$ cat src/rtl/fnd_pkg.sv
// fnd_pkg: shared segment constants, hex decode table and counter-width helper
package fnd_pkg;
  localparam logic [6:0] SEG_BLANK = 7'b1111111;
  localparam logic [6:0] SEG_TAB [16] = '{
    7'b0000001, 7'b1001111, 7'b0010010, 7'b0000110,
    7'b1001100, 7'b0100100, 7'b0100000, 7'b0001101,
    7'b0000000, 7'b0000100, 7'b0001000, 7'b1100000,
    7'b0110001, 7'b1000010, 7'b0110000, 7'b0111000
  };
  function automatic int cnt_w(input int n);
    return n > 2 ? $clog2(n) : 1;
  endfunction
endpackage

$ cat src/rtl/fnd_seg7.sv
// fnd_seg7: combinational hex to active-low {a..g} segment decoder
module fnd_seg7
  import fnd_pkg::*;
(
  input  logic [3:0] hex,
  output logic [6:0] seg
);
  assign seg = SEG_TAB[hex];
endmodule

$ cat src/rtl/fnd_disp_ctrl.sv
// fnd_disp_ctrl: registered multi-digit 7-segment controller with blank/blink masks.
// Define FND_SCAN_EN to build the time-multiplexed scan bus (seg_out/dig_sel).
module fnd_disp_ctrl
  import fnd_pkg::*;
#(
  parameter int NUM_DIGITS = 4,
  parameter int BLINK_DIV  = 25_000_000,
  parameter int SCAN_DIV   = 50_000
) (
  input  logic                    clk,
  input  logic                    rst_n,
  input  logic                    load,
  input  logic [4*NUM_DIGITS-1:0] digits_in,
  input  logic [NUM_DIGITS-1:0]   blank_in,
  input  logic [NUM_DIGITS-1:0]   blink_in,
  output logic [7*NUM_DIGITS-1:0] fnd_on,
  output logic [6:0]              seg_out,
  output logic [NUM_DIGITS-1:0]   dig_sel
);
  localparam int BW = cnt_w(BLINK_DIV);
  logic [4*NUM_DIGITS-1:0] dig_q;
  logic [NUM_DIGITS-1:0]   blank_q, blink_q;
  logic [BW-1:0]           blink_cnt;
  logic                    blink_ph, blink_wrap;
  logic [7*NUM_DIGITS-1:0] pat;
  assign blink_wrap = blink_cnt == BW'(BLINK_DIV - 1);
  for (genvar i = 0; i < NUM_DIGITS; i++) begin : g_dig
    logic [6:0] dec;
    fnd_seg7 u_seg (.hex(dig_q[4*i +: 4]), .seg(dec));
    assign pat[7*i +: 7] = (blank_q[i] | (blink_q[i] & blink_ph)) ? SEG_BLANK : dec;
  end
  // blank_q resets to all ones so the display stays dark until the first load
  always_ff @(posedge clk or negedge rst_n)
    if (!rst_n) begin
      dig_q     <= '0;
      blank_q   <= '1;
      blink_q   <= '0;
      blink_cnt <= '0;
      blink_ph  <= 1'b0;
      fnd_on    <= '1;
    end else begin
      if (load) begin
        dig_q   <= digits_in;
        blank_q <= blank_in;
        blink_q <= blink_in;
      end
      blink_cnt <= blink_wrap ? '0 : blink_cnt + 1'b1;
      blink_ph  <= blink_ph ^ blink_wrap;
      fnd_on    <= pat;
    end
`ifdef FND_SCAN_EN
  localparam int SW = cnt_w(SCAN_DIV);
  localparam int IW = cnt_w(NUM_DIGITS);
  logic [SW-1:0] scan_cnt;
  logic [IW-1:0] scan_idx;
  logic          scan_wrap;
  assign scan_wrap = scan_cnt == SW'(SCAN_DIV - 1);
  // segments and select update on the same edge, so no ghosting between digits
  always_ff @(posedge clk or negedge rst_n)
    if (!rst_n) begin
      scan_cnt <= '0;
      scan_idx <= '0;
      seg_out  <= SEG_BLANK;
      dig_sel  <= '1;
    end else begin
      scan_cnt <= scan_wrap ? '0 : scan_cnt + 1'b1;
      if (scan_wrap) scan_idx <= scan_idx == IW'(NUM_DIGITS - 1) ? '0 : scan_idx + 1'b1;
      seg_out  <= fnd_on[7*scan_idx +: 7];
      dig_sel  <= ~(NUM_DIGITS'(1) << scan_idx);
    end
`else
  assign seg_out = SEG_BLANK;
  assign dig_sel = '1;
`endif
endmodule

$ cat config.mk
export PLATFORM = sky130hd
export DESIGN_NAME = fnd_disp_ctrl
export DESIGN_NICKNAME = d
export VERILOG_FILES = /design/src/rtl/fnd_pkg.sv /design/src/rtl/fnd_seg7.sv /design/src/rtl/fnd_disp_ctrl.sv
export SDC_FILE = /design/constraint.sdc
export NUM_CORES = 1
export LEC_CHECK = 0
export ABC_AREA = 1
export ABC_CLOCK_PERIOD_IN_PS = 2200
export CAP_MARGIN = 20
export CORE_ASPECT_RATIO = 0.8
export CORE_MARGIN = 3
export CORE_UTILIZATION = 50
export CTS_BUF_LIST = sky130_fd_sc_hd__clkbuf_4 sky130_fd_sc_hd__clkbuf_8 sky130_fd_sc_hd__clkbuf_16
export CTS_CLUSTER_DIAMETER = 120
export DETAILED_ROUTE_END_ITERATION = 6
export PLACE_DENSITY = 0.82
export SYNTH_ARGS = -nofsm -noshare
export SYNTH_HDL_FRONTEND = slang
export SYNTH_SLANG_ARGS = --single-unit
$ cat constraint.sdc
create_clock -name clk -period 2.2 [get_ports clk]
set_input_delay 0.33 -clock clk [delete_from_list [all_inputs] [get_ports clk]]
set_output_delay 0.33 -clock clk [all_outputs]
set_load 0.05 [all_outputs]
==> flow_summary.ini, run 1 <==
[routing]
ant_nets = 0
routed_via_density = 5.08
vias = 3294
drt-initial-drc-count = 147
wirelength_um = 8600
post_drt_wl_per_cell_um = 13.2
drtPass1Iterations = 5
drc = 0

[clocking]
cts_buffers = 9
cts_post_setup_buffers_inserted = 0
cts_max_level = 3
clk_path_buf_depth = 2
cts_resized = 0
clock_sinks = 78
cts_hold_buf = 1
clk_latency_ps = 350
root_buffer = clkbuf_8
cts_tree = done
clkSlewWorstSetupHoldPaths_ps = 80

[critical_path]
slowest_delay_ps = 810
criticalPathCategory = reg -> out
worst_r2r_path_depth = 8
crit_family = buffers and inverters
crit_arrival_ps = 1690
crit_chain = clkdlybuf4s50_1
timing.rr.end = blink_cnt[18]
crit_path_start_kind = flop
cp_slowest_cell = clkdlybuf4s50_1
r2r_setup_slack_ps = 700
crit_path_end_kind = output port
required_ps = 1870
cp_num_buf_inv = 1
path_max_fanout = 1
r2r_start = blink_cnt[0]

[synthesis]
syn_area_sq_um = 4190
netlist.area_leader.share_pct = 27.5
ys_types = 32
syn_area_per_cell_sq_um = 8.81
synth_warnings = 0
ys_seq_elements = 78
yosysSeqAreaShare_pct = 47.5
synth_area_leaders = dfrtp_1, dfstp_2, nand2_1, ha_1, nor2_1
syn_inst = 476
yosysTopAreaCell = dfrtp_1

[timing]
drv_slew = 0
post-route-min-period_ps = 2020
setup_tns_ps = 0
max_freq_mhz = 495
post-route-worst-setup-slack_ps = 179
hold_viol = 0
grt_setup_unrepaired = no
setup_viol = 0
timing.final.crit_share_pct = 91.8
worst_pin_slew_ps = 528
skew_ps = 9.22
slew-limit-headroom_pct = 64.8
whs_ps = 466

[grt]
globalRouteTotalUtil_pct = 19.4
grt_start_max_net_pins = 47
antenna_found_initial = 0
grt_pass1_wl_um = 14600
grt_pass1_vias = 3187
grt_overflow_total = 0

[pwr]
leakage_nw = 2.25
vdd_drop_max_mv = 0.544
power.density_nw_per_um2 = 746

[status]
outcome = completed

[final_layout]
syn2layout_area_growth_pct = 21.1
finalInstanceArea_sq_um = 5080
drive_above_1_share_pct = 15.5
fin_nets = 584
n_antenna_cell = 0

[floorplan]
die_y_um = 87.9
coreArea_sq_um = 8060
die_w_um = 108
rows = 29
io_pins = 66
initial_core_util_pct = 52.1
die_area_sq_um = 9530

[place]
preCtsSetupSlack_ps = 556
post_dp_cell_area_sq_um = 4820
numPortBuffers = 54
gp_congestion = 0.885
hpwlAfterDp_um = 6440

[worst_hold_path]
hold_class = in -> async

[job]
drv_cap = 0
[cell usage after synthesis, drive strengths merged]
master	number
nand2	115
nor2	63
inv	48
dfrtp	46
dfstp	32
nand3	30
o21ai	27
ha	21
o211ai	19
buf	16
xor2	11
a21oi	10
mux2	8
o311ai	8
nor3b	4
clkbuf	3
nand4	3
o31ai	3
and2	2
nor3	2
clkinv	1
conb	1
nand3b	1
o21bai	1
xnor2	1
[cell usage in the layout, fill, tap and decap left out, drive strengths merged]
| cell type | n |
|---|---|
| clkdlybuf4s50 | 53 |
| clkinv | 2 |
| buf | 4 |
| mux2 | 8 |
| o21ai | 27 |
| nand2 | 115 |
| nor3 | 2 |
| clkbuf | 12 |
| o31ai | 3 |
| nand4 | 3 |
| o311ai | 8 |
| clkinvlp | 1 |
| ha | 21 |
| dlygate4sd3 | 1 |
| bufinv | 2 |
| xor2 | 11 |
| nor2 | 63 |
| inv | 48 |
| conb | 11 |
| o211ai | 19 |
| nor3b | 4 |
| o21bai | 1 |
| dfrtp | 46 |
| xnor2 | 1 |
| a21oi | 10 |
| dfstp | 32 |
| nand3b | 1 |
| and2 | 2 |
| nand3 | 30 |
[final cells by class]
| class | count | area, sq um |
|---|---|---|
| clock inverters | 4 | 76.3 |
| clock buffers | 12 | 170 |
| repair buffers | 58 | 583 |
| fillers | 690 | 2980 |
| multi-input cells | 340 | 1940 |
| well taps | 108 | 135 |
| flip-flops and latches | 78 | 1990 |
| inverters | 49 | 184 |
[state kept, by name (all words and copies together) (netlist names)]
| signal | cells |
|---|---|
| fnd_on | 28 |
| blank_q | 4 |
| blink_cnt | 25 |
| dig_q | 16 |
| blink_q | 4 |
| blink_ph | 1 |
[cells by family after synthesis]
logic type	synth area share, %
AO/OA/AOI/OAI	10.2
XOR/XNOR	2.51
adder cells (fa/ha/maj)	6.27
buffers and inverters	7.22
flip-flops	47.5
multiplexers	2.15
other	0.0894
AND/OR/NAND/NOR	24.1
[routing by layer]
metal	wire [um]	vias to the layer above	GRT usage, %
met5	0	-	0
met1	3890	1550	25.2
met2	4250	81	32.4
met3	355	10	4.79
met4	103	0	5.96
li1	-	1653	-
[report_power, final]
part / internal (W) / switching (W) / total [W]
clock: 0.000754 / 0.000528 / 0.00128
combinational: 0.000275 / 0.000546 / 0.000821
sequential: 0.00161 / 0.0000765 / 0.00168
[worst max path at each step]
| stage | cells past startpoint | from | end | slack (ps) |
|---|---|---|---|---|
| final | 1 | fnd_on[7] | fnd_on[7] | 180 |
| after CTS | 1 | fnd_on[7] | fnd_on[7] | 170 |
| after floorplan | 8 | blink_cnt[0] | blink_cnt[24] | 900 |
| after global routing | 1 | fnd_on[15] | fnd_on[15] | 140 |
| after global placement | 1 | fnd_on[5] | fnd_on[5] | 580 |
| after detailed placement | 1 | fnd_on[7] | fnd_on[7] | 560 |
[metrics by stage]
stage	utilization, %	std cells	total power, W
finish	63.0	649	0.00379
detailed placement	59.8	632	0.00253
global route	63.0	649	0.00396
global placement	59.8	632	0.00251
floorplan	-	486	0.00226
CTS	63.0	649	0.00382
Note: power is estimated with default switching activity, not from simulation.
==> run 2, diff against run 1 <==
Settings changed: SLEW_MARGIN set to 10, TNS_END_PERCENT set to 20.
==> results of run 2 <==
No change in the layout: final DEF, timing and power equal those of run 1.
